[config.mk]
export PLATFORM = sky130hd
export DESIGN_NAME = pe_mac_stream
export DESIGN_NICKNAME = d
export VERILOG_FILES = /design/src/rtl/pe_mac_stream.sv
export SDC_FILE = /design/constraint.sdc
export NUM_CORES = 1
export LEC_CHECK = 0
export BUFFER_PORTS_ARGS = -buffer_cell sky130_fd_sc_hd__buf_2
export CORE_MARGIN = 2
export CORE_UTILIZATION = 35
export DETAILED_ROUTE_END_ITERATION = 16
export PLACE_DENSITY_LB_ADDON = 0.25
export RECOVER_POWER = 50
export SYNTH_ARGS = -nofsm -noshare
export SYNTH_HDL_FRONTEND = slang
export SYNTH_SLANG_ARGS = --single-unit
export TNS_END_PERCENT = 5
[constraint.sdc]
create_clock -name clk -period 9.7 [get_ports clk]
set_input_delay 0.97 -clock clk [delete_from_list [all_inputs] [get_ports clk]]
set_output_delay 0.97 -clock clk [all_outputs]
set_load 0.05 [all_outputs]
[src/rtl/pe_mac_stream.sv]
// Streaming signed MAC PE: bias + sum(act*wgt), then round/shift/relu/saturate into an ACT_W result.
// Latency: result valid 2 edges after the last beat (1 edge after start for a zero-length job).
// Backpressure: in_ready only in MAC; the result is held stable in HOLD until out_ready.
module pe_mac_stream #(
    parameter int DATA_W  = 8,
    parameter int ACC_W   = 32,
    parameter int ACT_W   = 8,
    parameter int CNT_W   = 16,
    parameter int SHIFT_W = $clog2(ACC_W)
) (
    input  logic                     clk,
    input  logic                     reset,
    input  logic                     clear,
    input  logic                     start,
    input  logic [CNT_W-1:0]         cfg_len,
    input  logic [SHIFT_W-1:0]       cfg_shift,
    input  logic                     cfg_round,
    input  logic                     cfg_relu,
    input  logic signed [ACC_W-1:0]  bias,
    input  logic                     in_valid,
    output logic                     in_ready,
    input  logic signed [DATA_W-1:0] in_act,
    input  logic signed [DATA_W-1:0] in_wgt,
    output logic                     out_valid,
    input  logic                     out_ready,
    output logic signed [ACT_W-1:0]  out_data,
    output logic signed [ACC_W-1:0]  out_acc,
    output logic                     sat_flag,
    output logic                     busy
);
    typedef enum logic [1:0] {S_IDLE, S_MAC, S_POST, S_HOLD} state_t;

    localparam logic signed [ACC_W:0] ACT_MAX = {{(ACC_W-ACT_W+2){1'b0}}, {(ACT_W-1){1'b1}}};
    localparam logic signed [ACC_W:0] ACT_MIN = {{(ACC_W-ACT_W+2){1'b1}}, {(ACT_W-1){1'b0}}};

    state_t                    state_q, state_d;
    logic signed [ACC_W-1:0]   acc_q, acc_d;
    logic [CNT_W-1:0]          cnt_q, cnt_d, len_q, len_d;
    logic [SHIFT_W-1:0]        shift_q, shift_d;
    logic                      round_q, round_d, relu_q, relu_d;
    logic signed [ACT_W-1:0]   out_data_q, out_data_d;
    logic signed [ACC_W-1:0]   out_acc_q, out_acc_d;
    logic                      sat_q, sat_d, out_valid_q, out_valid_d;

    logic signed [2*DATA_W-1:0] prod;
    logic signed [ACC_W-1:0]    prod_ext;
    logic signed [ACC_W-1:0]    p_acc;
    logic [SHIFT_W-1:0]         p_shift;
    logic                       p_round, p_relu;
    logic signed [ACC_W:0]      p_rnd, p_t, p_s;
    logic signed [ACT_W-1:0]    p_data;
    logic                       p_sat, do_load;

    assign prod     = in_act * in_wgt;
    assign prod_ext = {{(ACC_W-2*DATA_W){prod[2*DATA_W-1]}}, prod};

    // Post-processing runs on the live config/bias when a zero-length job is folded into the start cycle.
    always_comb begin
        p_acc   = (state_q == S_POST) ? acc_q   : bias;
        p_shift = (state_q == S_POST) ? shift_q : cfg_shift;
        p_round = (state_q == S_POST) ? round_q : cfg_round;
        p_relu  = (state_q == S_POST) ? relu_q  : cfg_relu;
        p_rnd   = '0;
        if (p_round && (p_shift != '0))
            p_rnd = (ACC_W+1)'(1) << (p_shift - 1'b1);
        p_t = {p_acc[ACC_W-1], p_acc} + p_rnd;
        p_s = p_t >>> p_shift;
        if (p_relu && p_s[ACC_W])
            p_s = '0;
        p_sat  = 1'b0;
        p_data = p_s[ACT_W-1:0];
        if (p_s > ACT_MAX) begin
            p_sat  = 1'b1;
            p_data = ACT_MAX[ACT_W-1:0];
        end else if (p_s < ACT_MIN) begin
            p_sat  = 1'b1;
            p_data = ACT_MIN[ACT_W-1:0];
        end
    end

    always_comb begin
        state_d     = state_q;
        acc_d       = acc_q;
        cnt_d       = cnt_q;
        len_d       = len_q;
        shift_d     = shift_q;
        round_d     = round_q;
        relu_d      = relu_q;
        out_data_d  = out_data_q;
        out_acc_d   = out_acc_q;
        sat_d       = sat_q;
        out_valid_d = out_valid_q;
        do_load     = 1'b0;

        case (state_q)
            S_IDLE: do_load = start;
            S_MAC: begin
                if (in_valid) begin
                    acc_d = acc_q + prod_ext;
                    cnt_d = cnt_q + 1'b1;
                    if (cnt_q == len_q - 1'b1)
                        state_d = S_POST;
                end
            end
            S_POST: begin
                out_data_d  = p_data;
                out_acc_d   = acc_q;
                sat_d       = p_sat;
                out_valid_d = 1'b1;
                state_d     = S_HOLD;
            end
            S_HOLD: begin
                if (out_ready) begin
                    out_valid_d = 1'b0;
                    if (start) do_load = 1'b1;
                    else       state_d = S_IDLE;
                end
            end
            default: state_d = S_IDLE;
        endcase

        if (do_load) begin
            len_d   = cfg_len;
            shift_d = cfg_shift;
            round_d = cfg_round;
            relu_d  = cfg_relu;
            acc_d   = bias;
            cnt_d   = '0;
            if (cfg_len != '0) begin
                state_d = S_MAC;
            end else begin
                out_data_d  = p_data;
                out_acc_d   = bias;
                sat_d       = p_sat;
                out_valid_d = 1'b1;
                state_d     = S_HOLD;
            end
        end

        if (clear) begin
            state_d     = S_IDLE;
            out_valid_d = 1'b0;
        end
    end

    always_ff @(posedge clk or negedge reset) begin
        if (!reset) begin
            state_q     <= S_IDLE;
            acc_q       <= '0;
            cnt_q       <= '0;
            len_q       <= '0;
            shift_q     <= '0;
            round_q     <= 1'b0;
            relu_q      <= 1'b0;
            out_data_q  <= '0;
            out_acc_q   <= '0;
            sat_q       <= 1'b0;
            out_valid_q <= 1'b0;
        end else begin
            state_q     <= state_d;
            acc_q       <= acc_d;
            cnt_q       <= cnt_d;
            len_q       <= len_d;
            shift_q     <= shift_d;
            round_q     <= round_d;
            relu_q      <= relu_d;
            out_data_q  <= out_data_d;
            out_acc_q   <= out_acc_d;
            sat_q       <= sat_d;
            out_valid_q <= out_valid_d;
        end
    end

    assign in_ready  = (state_q == S_MAC);
    assign busy      = (state_q != S_IDLE);
    assign out_valid = out_valid_q;
    assign out_data  = out_data_q;
    assign out_acc   = out_acc_q;
    assign sat_flag  = sat_q;
endmodule

==> load_flow_metrics.sql, run 1 <==
INSERT INTO impl_metrics (metric_group, metric, value, unit) VALUES
('floorplan', 'core_area', '0.0475', 'mm2'),
('place', 'numPortBuffers', '120', ''),
('setup_path', 'cp.arrival', '8.74', 'ns'),
('sta', 'timing_hold_violations_final', '0', ''),
('synth', 'postSynthNetCount', '2355', ''),
('synth', 'seq_area_frac_synth', '0.171', ''),
('setup_path', 'worst_r2r_startpoint', 'state_q[0]', ''),
('global_routing', 'global_route.overflow_total', '0', ''),
('run_status', 'violated_checks', 'capacitance limit, slew limit', ''),
('global_routing', 'antenna_found_initial', '0', ''),
('final_layout', 'nNetsFinal', '2414', ''),
('floorplan', 'placement_rows', '80', ''),
('synth', 'syn_area', '0.0168', 'mm2'),
('clocking', 'holdBufCountCts', '0', ''),
('clocking', 'cts_tree', 'yes', ''),
('place', 'gpl.final_weighted_congestion', '0.916', ''),
('clocking', 'cts.htree.levels', '4', ''),
('detailed_routing', 'met2WireLength', '23900', 'um'),
('sta', 'setup_tns', '0', 'ns'),
('clocking', 'cts_buffer_depth', '2', ''),
('sta', 'timing.final.crit_period', '8.34', 'ns'),
('global_routing', 'grt.total_usage', '0.210', ''),
('clocking', 'cts_root_buffer', 'sky130_fd_sc_hd__clkbuf_16', ''),
('setup_path', 'critPathLaunchType', 'register', ''),
('detailed_routing', 'detail_route.wirelength.met1', '23400', 'um'),
('run_status', 'outcome', 'complete, but fails checks', ''),
('sta', 'grt_setup_unrepaired', 'false', ''),
('clocking', 'clock_sink_count', '115', ''),
('setup_path', 'path_class', 'reg2reg', ''),
('floorplan', 'die_width', '223', 'um'),
('detailed_routing', 'routed_wl', '51000', 'um'),
('clocking', 'cts-resized-gates', '0', ''),
('sta', 'final.setup_skew', '0.0147', 'ns'),
('final_layout', 'final_common_cell', 'sky130_fd_sc_hd__nand2_1', ''),
('synth', 'avgSynthCellArea', '8.29', 'um2'),
('detailed_routing', 'route.vias.total', '15000', ''),
('global_routing', 'grt_first_pass_wirelength', '82300', 'um'),
('setup_path', 'startpoint', 'state_q[0]', ''),
('sta', 'max_freq', '120', 'MHz'),
('synth', 'netlist.area_leader.share', '0.171', ''),
('final_layout', 'post_route_cells_drive_above_1_share', '0.123', ''),
('place', 'placement.setup.worst_slack', '1.45', 'ns'),
('sta', 'finalSetupViolCount', '0', ''),
('synth', 'yosys-top-cells-area', 'sky130_fd_sc_hd__dfrtp_1, sky130_fd_sc_hd__fa_1, sky130_fd_sc_hd__ha_1, sky130_fd_sc_hd__nand2_1, sky130_fd_sc_hd__inv_1', ''),
('global_routing', 'largest_net_degree_at_the_start_of_global_routing', '80', ''),
('detailed_routing', 'drt_first_iter_violations', '962', ''),
('synth', 'synth_cell_type_count', '120', ''),
('run', 'max_cap_viol_count', '2', ''),
('detailed_routing', 'ant_nets', '0', ''),
('floorplan', 'io_pins', '121', ''),
('sta', 'setup_ws', '1.36', 'ns'),
('detailed_routing', 'routedWlPerCell', '18.8', 'um'),
('worst_hold_path', 'min-delay-path-class', 'reg2reg', ''),
('final_layout', 'diodes', '0', ''),
('synth', 'synthesis.yosys.warnings', '0', ''),
('synth', 'synthDominantAreaCellType', 'sky130_fd_sc_hd__dfrtp_1', ''),
('floorplan', 'die_area', '0.0498', 'mm2'),
('setup_path', 'crit_required', '10.09', 'ns'),
('setup_path', 'endpoint', 'out_data[1]', ''),
('sta', 'worst-slew-pin-transition', '4.11', 'ns'),
('detailed_routing', 'first_pass_iteration_count_of_the_detailed_router', '7', ''),
('floorplan', 'floorplan.initialDensity', '0.354', ''),
('clocking', 'path_clk_slew', '0.06', 'ns'),
('sta', 'timing.final.crit_share', '0.860', ''),
('place', 'hpwlAfterDp', '39700', 'um'),
('clocking', 'cts_inserted_buffers', '17', ''),
('sta', 'maxSlewViolCount', '118', ''),
('sta', 'slew-limit-headroom', '-1.74', ''),
('detailed_routing', 'met3RoutedLength', '2560', 'um'),
('synth', 'number_of_enable_flip_flop_cells_after_synthesis', '0', ''),
('detailed_routing', 'detail_route.vias_per_cell', '5.51', '');
## layout make-up
type / count / area (um2)
multi-input combinational: 1618 / 12700
sequential: 115 / 2880
clock inverter: 14 / 144
inverter: 197 / 739
clock buffer: 18 / 429
timing repair buffer: 140 / 718
fill: 4892 / 29200
tap: 615 / 769
## synth_stat cells (5+ instances only)
library cell,number
sky130_fd_sc_hd__a211o_1,8
sky130_fd_sc_hd__a211oi_1,25
sky130_fd_sc_hd__a21o_1,19
sky130_fd_sc_hd__a21oi_1,103
sky130_fd_sc_hd__a311oi_1,12
sky130_fd_sc_hd__a31oi_1,30
sky130_fd_sc_hd__and2_1,38
sky130_fd_sc_hd__and3_1,17
sky130_fd_sc_hd__and4_1,6
sky130_fd_sc_hd__buf_1,8
sky130_fd_sc_hd__buf_2,5
sky130_fd_sc_hd__clkbuf_1,64
sky130_fd_sc_hd__clkbuf_8,14
sky130_fd_sc_hd__dfrtp_1,115
sky130_fd_sc_hd__fa_1,137
sky130_fd_sc_hd__ha_1,111
sky130_fd_sc_hd__inv_1,197
sky130_fd_sc_hd__mux2_2,40
sky130_fd_sc_hd__mux2i_1,62
sky130_fd_sc_hd__nand2_1,273
sky130_fd_sc_hd__nand2b_1,19
sky130_fd_sc_hd__nand3_1,35
sky130_fd_sc_hd__nand4_1,15
sky130_fd_sc_hd__nor2_1,172
sky130_fd_sc_hd__nor2b_1,5
sky130_fd_sc_hd__nor3_1,33
sky130_fd_sc_hd__nor3b_1,6
sky130_fd_sc_hd__nor4_1,16
sky130_fd_sc_hd__o211ai_1,29
sky130_fd_sc_hd__o21a_1,16
sky130_fd_sc_hd__o21ai_0,116
sky130_fd_sc_hd__o21bai_1,5
sky130_fd_sc_hd__o31a_1,6
sky130_fd_sc_hd__o31ai_1,14
sky130_fd_sc_hd__o32ai_1,10
sky130_fd_sc_hd__or2_2,12
sky130_fd_sc_hd__or3_1,18
sky130_fd_sc_hd__xnor2_1,48
sky130_fd_sc_hd__xor2_1,36
## worst min path at each step
stage / start / to / slack, ns / depth (start not counted)
after global routing: round_q / round_q / 0.50 / 2
after floorplan: relu_q / relu_q / 0.45 / 2
after CTS: round_q / round_q / 0.48 / 2
after detailed placement: round_q / round_q / 0.47 / 2
final: round_q / round_q / 0.48 / 2
after global placement: round_q / round_q / 0.46 / 2
## metrics by stage
stage | instances | hold WS (ns) | instance area [um2] | util
2_1_floorplan | 2030 | 0.445 | 16800 | -
3_3_place_gp | 2685 | 0.464 | 17800 | 0.375
3_5_place_dp | 2685 | 0.468 | 17800 | 0.375
4_1_cts | 2717 | 0.484 | 18400 | 0.387
5_1_grt | 2717 | 0.496 | 18400 | 0.387
6_report | 2717 | 0.480 | 18400 | 0.387
## sequential cells by signal, indices dropped and copies added, names as in the netlist
signal and count:
acc_q 32, out_acc 32, cnt_q 16, len_q 16, out_data 8, shift_q 5
state_q 2, out_valid 1, relu_q 1, round_q 1, sat_flag 1
## per-layer routing
layer	vias to the layer above	GRT usage
met3	67	0.0378
met5	-	0
met2	392	0.343
li1	7189	-
met1	7311	0.282
met4	0	0.0701
## worst max-delay path: stages, from the launching register on
cell	delay (ns)
sky130_fd_sc_hd__dfrtp_1	0.44
sky130_fd_sc_hd__inv_1	0.17
sky130_fd_sc_hd__ha_4	0.68
sky130_fd_sc_hd__mux2_2	0.43
sky130_fd_sc_hd__nor2_1	0.65
sky130_fd_sc_hd__nand3_1	0.16
sky130_fd_sc_hd__a21oi_1	0.44
sky130_fd_sc_hd__nand2_1	0.26
sky130_fd_sc_hd__nor2_1	0.17
sky130_fd_sc_hd__ha_1	0.20
sky130_fd_sc_hd__inv_1	0.06
sky130_fd_sc_hd__fa_1	0.39
sky130_fd_sc_hd__nand2b_1	0.18
sky130_fd_sc_hd__a21oi_1	0.21
sky130_fd_sc_hd__o22a_1	0.41
sky130_fd_sc_hd__a211oi_4	0.20
sky130_fd_sc_hd__o311ai_1	0.57
sky130_fd_sc_hd__a21oi_1	0.20
sky130_fd_sc_hd__mux2i_1	0.17
sky130_fd_sc_hd__o211ai_1	0.26
sky130_fd_sc_hd__a222oi_1	0.30
sky130_fd_sc_hd__a21boi_0	0.47
sky130_fd_sc_hd__o211ai_1	0.24
sky130_fd_sc_hd__o41ai_4	0.43
sky130_fd_sc_hd__a41oi_4	0.24
sky130_fd_sc_hd__o32ai_2	0.30
## kinds of logic after synthesis
| group | share of synthesized area |
|---|---|
| AND/OR/NAND/NOR | 0.198 |
| AO/OA/AOI/OAI | 0.197 |
| buffers and inverters | 0.0778 |
| adder cells (fa/ha/maj) | 0.246 |
| flip-flops | 0.171 |
| multiplexers | 0.0663 |
| XOR/XNOR | 0.0437 |
| other | 0.000223 |
Power of run 1 is not shown: default switching activity piles up to over one toggle a cycle in this logic, so the estimate is an artifact.
==> run 2: changes to the inputs <==
--- a/config.mk
+++ b/config.mk
@@ -12,4 +12,5 @@
 export PLACE_DENSITY_LB_ADDON = 0.25
 export RECOVER_POWER = 50
+export SLEW_MARGIN = 20
 export SYNTH_ARGS = -nofsm -noshare
 export SYNTH_HDL_FRONTEND = slang
==> constraint.sdc (replaced) <==
create_clock -name clk -period 9.7 [get_ports clk]
set_input_delay 0.485 -clock clk [delete_from_list [all_inputs] [get_ports clk]]
set_output_delay 0.485 -clock clk [all_outputs]
set_load 0.05 [all_outputs]
==> run 2 against run 1 <==
The flow still finishes with violations (capacitance limit, slew limit). Wire length is 1.1% lower. Non-clock buffer count did not move. Cell count is the same. First-iteration DRC count rose by 25%. Sequential share of layout area is essentially flat. Sequential cell count unchanged. Count of clock-buffer cells in the layout did not move. Setup slack improved by 0.050 ns. Via count barely moved. Utilization about the same. Clock skew is 0.0015 ns lower. Worst hold slack got worse by 0.30 ns. Largest cell class unchanged.
==> load_flow_metrics.sql, run 2 (same netlist as run 1, synthesis figures left out) <==
INSERT INTO impl_metrics (metric_group, metric, value, unit) VALUES
('global_routing', 'grt_first_pass_wirelength', '82900', 'um'),
('global_routing', 'grt_pass1_vias', '15000', ''),
('global_routing', 'global_route.overflow_total', '0', ''),
('sta', 'timing.final.crit_period', '8.30', 'ns'),
('worst_hold_path', 'holdPathStages', '2', ''),
('sta', 'setup_tns', '0', 'ns'),
('worst_hold_path', 'hold_end', 'out_valid', ''),
('sta', 'hold_ws', '0.177', 'ns'),
('place', 'numPortBuffers', '120', ''),
('clocking', 'cts-resized-gates', '0', ''),
('run_status', 'outcome', 'complete, but fails checks', ''),
('setup_path', 'critPathTopFamily', 'compound AO/OA/AOI/OAI gates', ''),
('clocking', 'cts_inserted_buffers', '17', ''),
('setup_path', 'worst_r2r_startpoint', 'state_q[0]', ''),
('setup_path', 'path_class', 'reg2reg', ''),
('sta', 'worst-slew-pin-transition', '3.67', 'ns'),
('final_layout', 'layout.cells.most_common_list', 'sky130_fd_sc_hd__nand2_1, sky130_fd_sc_hd__inv_1, sky130_fd_sc_hd__nor2_1', ''),
('clocking', 'cts_buffer_depth', '2', ''),
('setup_path', 'worstRegToRegCells', '25', ''),
('clocking', 'clock_sink_count', '115', ''),
('setup_path', 'cp.arrival', '8.69', 'ns'),
('setup_path', 'crit_slowest_cell', 'sky130_fd_sc_hd__nor2_1', ''),
('place', 'postPlaceCellArea', '0.0178', 'mm2'),
('detailed_routing', 'detail_route.vias_per_cell', '5.51', ''),
('sta', 'timing_hold_violations_final', '0', ''),
('final_layout', 'post_route_cells_drive_above_1_share', '0.117', ''),
('final_layout', 'final_common_cell', 'sky130_fd_sc_hd__nand2_1', ''),
('clocking', 'holdBufCountCts', '0', ''),
('detailed_routing', 'met3RoutedLength', '2520', 'um'),
('clocking', 'cts.repair_timing.setup_buffer_count', '0', ''),
('sta', 'grt_setup_unrepaired', 'false', ''),
('sta', 'maxSlewViolCount', '118', ''),
('clocking', 'path_clk_slew', '0.06', 'ns'),
('floorplan', 'io_pins', '121', ''),
('sta', 'finalSetupViolCount', '0', ''),
('setup_path', 'critPathLaunchType', 'register', ''),
('clocking', 'cts.htree.levels', '4', ''),
('detailed_routing', 'route.vias.total', '15000', ''),
('clocking', 'cts_root_buffer', 'sky130_fd_sc_hd__clkbuf_16', ''),
('floorplan', 'overall_die_height', '223', 'um'),
('detailed_routing', 'ant_nets', '0', ''),
('setup_path', 'worst_r2r_endpoint', 'out_data[1]', ''),
('global_routing', 'grt.total_usage', '0.210', ''),
('run', 'max_cap_viol_count', '2', ''),
('detailed_routing', 'routed_wl', '50400', 'um'),
('floorplan', 'floorplan.initialDensity', '0.354', ''),
('floorplan', 'placement_rows', '80', ''),
('sta', 'slew-limit-headroom', '-1.44', ''),
('final_layout', 'design_area', '0.0184', 'mm2'),
('clocking', 'worst_skew_pair.late_latency', '0.49', 'ns'),
('floorplan', 'die_width', '223', 'um'),
('setup_path', 'crit_required', '10.10', 'ns'),
('sta', 'max_freq', '121', 'MHz'),
('setup_path', 'cp_common_cell', 'sky130_fd_sc_hd__a21oi_1', ''),
('detailed_routing', 'detail_route.wirelength.met1', '23100', 'um'),
('detailed_routing', 'drc', '0', ''),
('floorplan', 'core_area', '0.0475', 'mm2'),
('setup_path', 'timing.critical_path.slowest_cell_delay', '0.65', 'ns'),
('global_routing', 'antenna_found_initial', '0', ''),
('final_layout', 'diodes', '0', ''),
('global_routing', 'largest_net_degree_at_the_start_of_global_routing', '80', ''),
('final_layout', 'nNetsFinal', '2414', ''),
('detailed_routing', 'topRoutingLayerUsed', 'met4', ''),
('final_layout', 'fillCellCount', '4868', ''),
('detailed_routing', 'routedWlPerCell', '18.6', 'um'),
('sta', 'timing.final.crit_share', '0.855', ''),
('setup_path', 'end_kind', 'register', ''),
('detailed_routing', 'first_pass_iteration_count_of_the_detailed_router', '6', ''),
('setup_path', 'r2r_setup_slack', '1.41', 'ns'),
('setup_path', 'crit_path_max_fanout', '43', ''),
('detailed_routing', 'drt_first_iter_violations', '1198', ''),
('worst_hold_path', 'min-delay-path-class', 'in2reg', ''),
('sta', 'final.setup_skew', '0.0133', 'ns'),
('setup_path', 'crit_buf_inv', '2', ''),
('final_layout', 'synthToLayoutAreaGrowth', '9.35', '%'),
('floorplan', 'die_area', '0.0498', 'mm2'),
('run_status', 'violated_checks', 'capacitance limit, slew limit', ''),
('worst_hold_path', 'hold_path_startpoint', 'clear', ''),
('place', 'hpwlAfterDp', '39100', 'um'),
('place', 'gpl.final_weighted_congestion', '0.927', ''),
('clocking', 'cts_tree', 'yes', ''),
('detailed_routing', 'met2WireLength', '24100', 'um'),
('final_layout', 'post-route-util', '0.387', '');
## run 2: worst register-to-register path, cell delays in order (launching register included)
cell	delay [ns]
sky130_fd_sc_hd__dfrtp_1	0.45
sky130_fd_sc_hd__inv_1	0.19
sky130_fd_sc_hd__ha_4	0.63
sky130_fd_sc_hd__mux2_2	0.44
sky130_fd_sc_hd__nor2_1	0.65
sky130_fd_sc_hd__nand3_1	0.17
sky130_fd_sc_hd__a21oi_1	0.40
sky130_fd_sc_hd__nand2_1	0.22
sky130_fd_sc_hd__nor2_1	0.16
sky130_fd_sc_hd__ha_1	0.20
sky130_fd_sc_hd__inv_1	0.07
sky130_fd_sc_hd__fa_1	0.38
sky130_fd_sc_hd__nand2b_1	0.17
sky130_fd_sc_hd__a21oi_1	0.20
sky130_fd_sc_hd__o22a_1	0.40
sky130_fd_sc_hd__a211oi_4	0.20
sky130_fd_sc_hd__o311ai_1	0.56
sky130_fd_sc_hd__a21oi_1	0.20
sky130_fd_sc_hd__mux2i_1	0.22
sky130_fd_sc_hd__o211ai_1	0.30
sky130_fd_sc_hd__a222oi_1	0.31
sky130_fd_sc_hd__a21boi_0	0.47
sky130_fd_sc_hd__o211ai_1	0.23
sky130_fd_sc_hd__o41ai_4	0.43
sky130_fd_sc_hd__a41oi_4	0.24
sky130_fd_sc_hd__o32ai_2	0.30
## run 2: per-stage QoR
step	instances	setup slack [ns]
finish	2717	1.41
global route	2717	0.904
CTS	2717	1.58
detailed placement	2685	1.61
global placement	2685	1.70
floorplan	2030	2.96
## run 2: cell type report
class	instances	area (um2)	area share
Multi-Input combinational cell	1618	12700	0.691
Sequential cell	115	2880	0.156
Tap cell	615	769	0.0418
Inverter	197	739	0.0402
Timing Repair Buffer	140	703	0.0382
Clock buffer	18	429	0.0233
Clock inverter	14	168	0.00912
## run 2: metal layers
layer | vias up | global-route usage
met1 | 7332 | 0.284
met5 | - | 0
met2 | 392 | 0.352
met3 | 46 | 0.0346
met4 | 0 | 0.0504
li1 | 7199 | -
## run 2: how the worst max path moves through the flow
stage | from | to | slack (ns) | cells after the start
detailed placement | state_q[0] | out_data[1] | 1.61 | 25
global route | state_q[0] | out_data[1] | 0.90 | 22
global placement | state_q[0] | out_data[1] | 1.70 | 25
CTS | state_q[0] | out_data[1] | 1.58 | 25
floorplan | state_q[0] | out_data[1] | 2.96 | 25
finish | state_q[0] | out_data[1] | 1.41 | 25
Power of run 2 is left out for the same reason.
==> run 3: changes to the inputs <==
Settings changed: CELL_PAD_IN_SITES_DETAIL_PLACEMENT set to 0, CELL_PAD_IN_SITES_GLOBAL_PLACEMENT set to 1.
==> run 3 against run 2 <==
The run still ends with capacitance limit, slew limit left. Sequential share of layout area hardly changed. Setup slack worse by 0.25 ns. Count of clock-buffer cells in the layout stayed put. Cell count hardly changed. Wire length is 3.4% higher. Utilization hardly changed.
==> load_flow_metrics.sql, run 3 (same netlist as run 1, synthesis figures left out) <==
INSERT INTO impl_metrics (metric_group, metric, value, unit) VALUES
('detailed_routing', 'ant_nets', '0', ''),
('clocking', 'cts.htree.levels', '4', ''),
('setup_path', 'worst_r2r_startpoint', 'state_q[0]', ''),
('setup_path', 'path_class', 'reg2reg', ''),
('setup_path', 'cp.arrival', '8.88', 'ns'),
('sta', 'timing.final.crit_period', '8.54', 'ns'),
('worst_hold_path', 'hold_path_startpoint', 'clear', ''),
('setup_path', 'crit_required', '10.03', 'ns'),
('place', 'numPortBuffers', '120', ''),
('sta', 'maxSlewViolCount', '158', ''),
('detailed_routing', 'route.vias.total', '14900', ''),
('worst_hold_path', 'hold_end', 'out_valid', ''),
('clocking', 'cts_tree', 'yes', ''),
('setup_path', 'r2r_setup_slack', '1.16', 'ns'),
('detailed_routing', 'drc', '0', ''),
('detailed_routing', 'first_pass_iteration_count_of_the_detailed_router', '5', ''),
('final_layout', 'nNetsFinal', '2416', ''),
('setup_path', 'critPathLaunchType', 'register', ''),
('detailed_routing', 'detail_route.vias_per_cell', '5.47', ''),
('floorplan', 'overall_die_height', '223', 'um'),
('clocking', 'cts_inserted_buffers', '17', ''),
('sta', 'grt_setup_unrepaired', 'false', ''),
('sta', 'timing_hold_violations_final', '0', ''),
('run_status', 'violated_checks', 'capacitance limit, slew limit', ''),
('detailed_routing', 'detail_route.wirelength.met1', '24200', 'um'),
('floorplan', 'core_area', '0.0475', 'mm2'),
('floorplan', 'io_pins', '121', ''),
('detailed_routing', 'routedWlPerCell', '19.2', 'um'),
('setup_path', 'crit_path_max_fanout', '29', ''),
('sta', 'finalSetupViolCount', '0', ''),
('final_layout', 'synthToLayoutAreaGrowth', '9.48', '%'),
('sta', 'slew-limit-headroom', '-1.37', ''),
('clocking', 'worst_skew_pair.late_latency', '0.48', 'ns'),
('global_routing', 'grt_pass1_vias', '15000', ''),
('setup_path', 'worst_r2r_endpoint', 'out_data[3]', ''),
('setup_path', 'cp_common_cell', 'sky130_fd_sc_hd__nor2_1', ''),
('global_routing', 'grt_first_pass_wirelength', '84400', 'um'),
('detailed_routing', 'met2WireLength', '24700', 'um'),
('clocking', 'cts_root_buffer', 'sky130_fd_sc_hd__clkbuf_16', ''),
('detailed_routing', 'met3RoutedLength', '2360', 'um'),
('global_routing', 'grt.total_usage', '0.216', ''),
('detailed_routing', 'routed_wl', '52200', 'um'),
('setup_path', 'crit_slowest_cell', 'sky130_fd_sc_hd__nor2_1', ''),
('global_routing', 'global_route.overflow_total', '0', ''),
('clocking', 'holdBufCountCts', '1', ''),
('sta', 'timing.final.crit_share', '0.881', ''),
('sta', 'max_freq', '117', 'MHz'),
('clocking', 'clock_sink_count', '115', ''),
('sta', 'setup_tns', '0', 'ns'),
('setup_path', 'timing.critical_path.slowest_cell_delay', '0.72', 'ns'),
('run_status', 'outcome', 'complete, but fails checks', ''),
('place', 'hpwlAfterDp', '40600', 'um'),
('detailed_routing', 'topRoutingLayerUsed', 'met4', ''),
('run', 'max_cap_viol_count', '3', ''),
('worst_hold_path', 'min-delay-path-class', 'in2reg', ''),
('floorplan', 'die_width', '223', 'um'),
('final_layout', 'fillCellCount', '4937', ''),
('final_layout', 'post_route_cells_drive_above_1_share', '0.112', ''),
('floorplan', 'floorplan.initialDensity', '0.354', ''),
('floorplan', 'die_area', '0.0498', 'mm2'),
('final_layout', 'layout.cells.most_common_list', 'sky130_fd_sc_hd__nand2_1, sky130_fd_sc_hd__inv_1, sky130_fd_sc_hd__nor2_1', ''),
('worst_hold_path', 'holdPathStages', '2', ''),
('clocking', 'path_clk_slew', '0.06', 'ns'),
('clocking', 'cts-resized-gates', '0', ''),
('final_layout', 'diodes', '0', ''),
('floorplan', 'placement_rows', '80', ''),
('final_layout', 'final_common_cell', 'sky130_fd_sc_hd__nand2_1', ''),
('sta', 'final.setup_skew', '0.0106', 'ns'),
('global_routing', 'antenna_found_initial', '1', ''),
('global_routing', 'largest_net_degree_at_the_start_of_global_routing', '80', ''),
('clocking', 'cts.repair_timing.setup_buffer_count', '0', ''),
('sta', 'worst-slew-pin-transition', '3.55', 'ns'),
('setup_path', 'worstRegToRegCells', '26', ''),
('detailed_routing', 'drt_first_iter_violations', '868', ''),
('place', 'gpl.final_weighted_congestion', '0.909', ''),
('clocking', 'cts_buffer_depth', '2', ''),
('setup_path', 'end_kind', 'register', '');
[run 3: cell count changes in the layout (fill, tap and decap cells not counted)]
| cell | change |
|---|---|
| sky130_fd_sc_hd__clkbuf_1 | +11 |
| sky130_fd_sc_hd__buf_2 | -10 |
| sky130_fd_sc_hd__bufinv_16 | +1 |
| sky130_fd_sc_hd__clkinvlp_4 | -1 |
| sky130_fd_sc_hd__dlygate4sd3_1 | +1 |
| sky130_fd_sc_hd__inv_6 | -1 |
| sky130_fd_sc_hd__inv_8 | +1 |
| sky130_fd_sc_hd__nor3b_1 | +1 |
| sky130_fd_sc_hd__nor3b_2 | -1 |
[run 3: final cells by class]
| cell class | instances | area (um2) | share of cell area |
|---|---|---|---|
| tap | 615 | 769 | 0.0418 |
| sequential | 115 | 2880 | 0.156 |
| timing repair buffer | 142 | 704 | 0.0383 |
| multi-input combinational | 1618 | 12700 | 0.690 |
| clock inverter | 14 | 193 | 0.0105 |
| inverter | 197 | 739 | 0.0402 |
| clock buffer | 18 | 429 | 0.0233 |
[run 3: metal layers]
metal	global-route usage	up-vias
met5	0	-
met4	0.0613	0
met3	0.0398	52
met2	0.356	347
met1	0.290	7275
li1	-	7186
[run 3: worst max path at each step]
stage	from	endpoint	slack, ns	cells after the start
finish	state_q[0]	out_data[3]	1.16	26
global route	state_q[0]	out_data[3]	0.42	26
floorplan	state_q[0]	out_data[1]	2.96	25
CTS	state_q[0]	out_data[2]	1.16	26
global placement	state_q[0]	out_data[0]	1.47	26
detailed placement	state_q[0]	out_data[2]	1.20	26
[run 3: per-stage QoR]
stage          instance area (um2)  worst slack (ns)  cells  hold slack [ns]  utilization
6_report                     18400              1.16   2719            0.188        0.387
4_1_cts                      18500              1.16   2719            0.138        0.389
2_1_floorplan                16800              2.96   2030            0.189            -
3_5_place_dp                 17900              1.20   2686            0.466        0.376
3_3_place_gp                 17900              1.47   2686            0.465        0.376
5_1_grt                      18400             0.422   2719            0.172        0.387
[run 3: critical path, delay by kind of cell (launching register included)]
family                   cells  cell delay (ns)
buffers and inverters        3             0.72
adder cells (fa/ha/maj)      3             0.89
multiplexers                 1             0.42
AO/OA/AOI/OAI               11             3.63
flip-flops                   1             0.43
AND/OR/NAND/NOR              8             2.29
Power of run 3 is left out for the same reason.
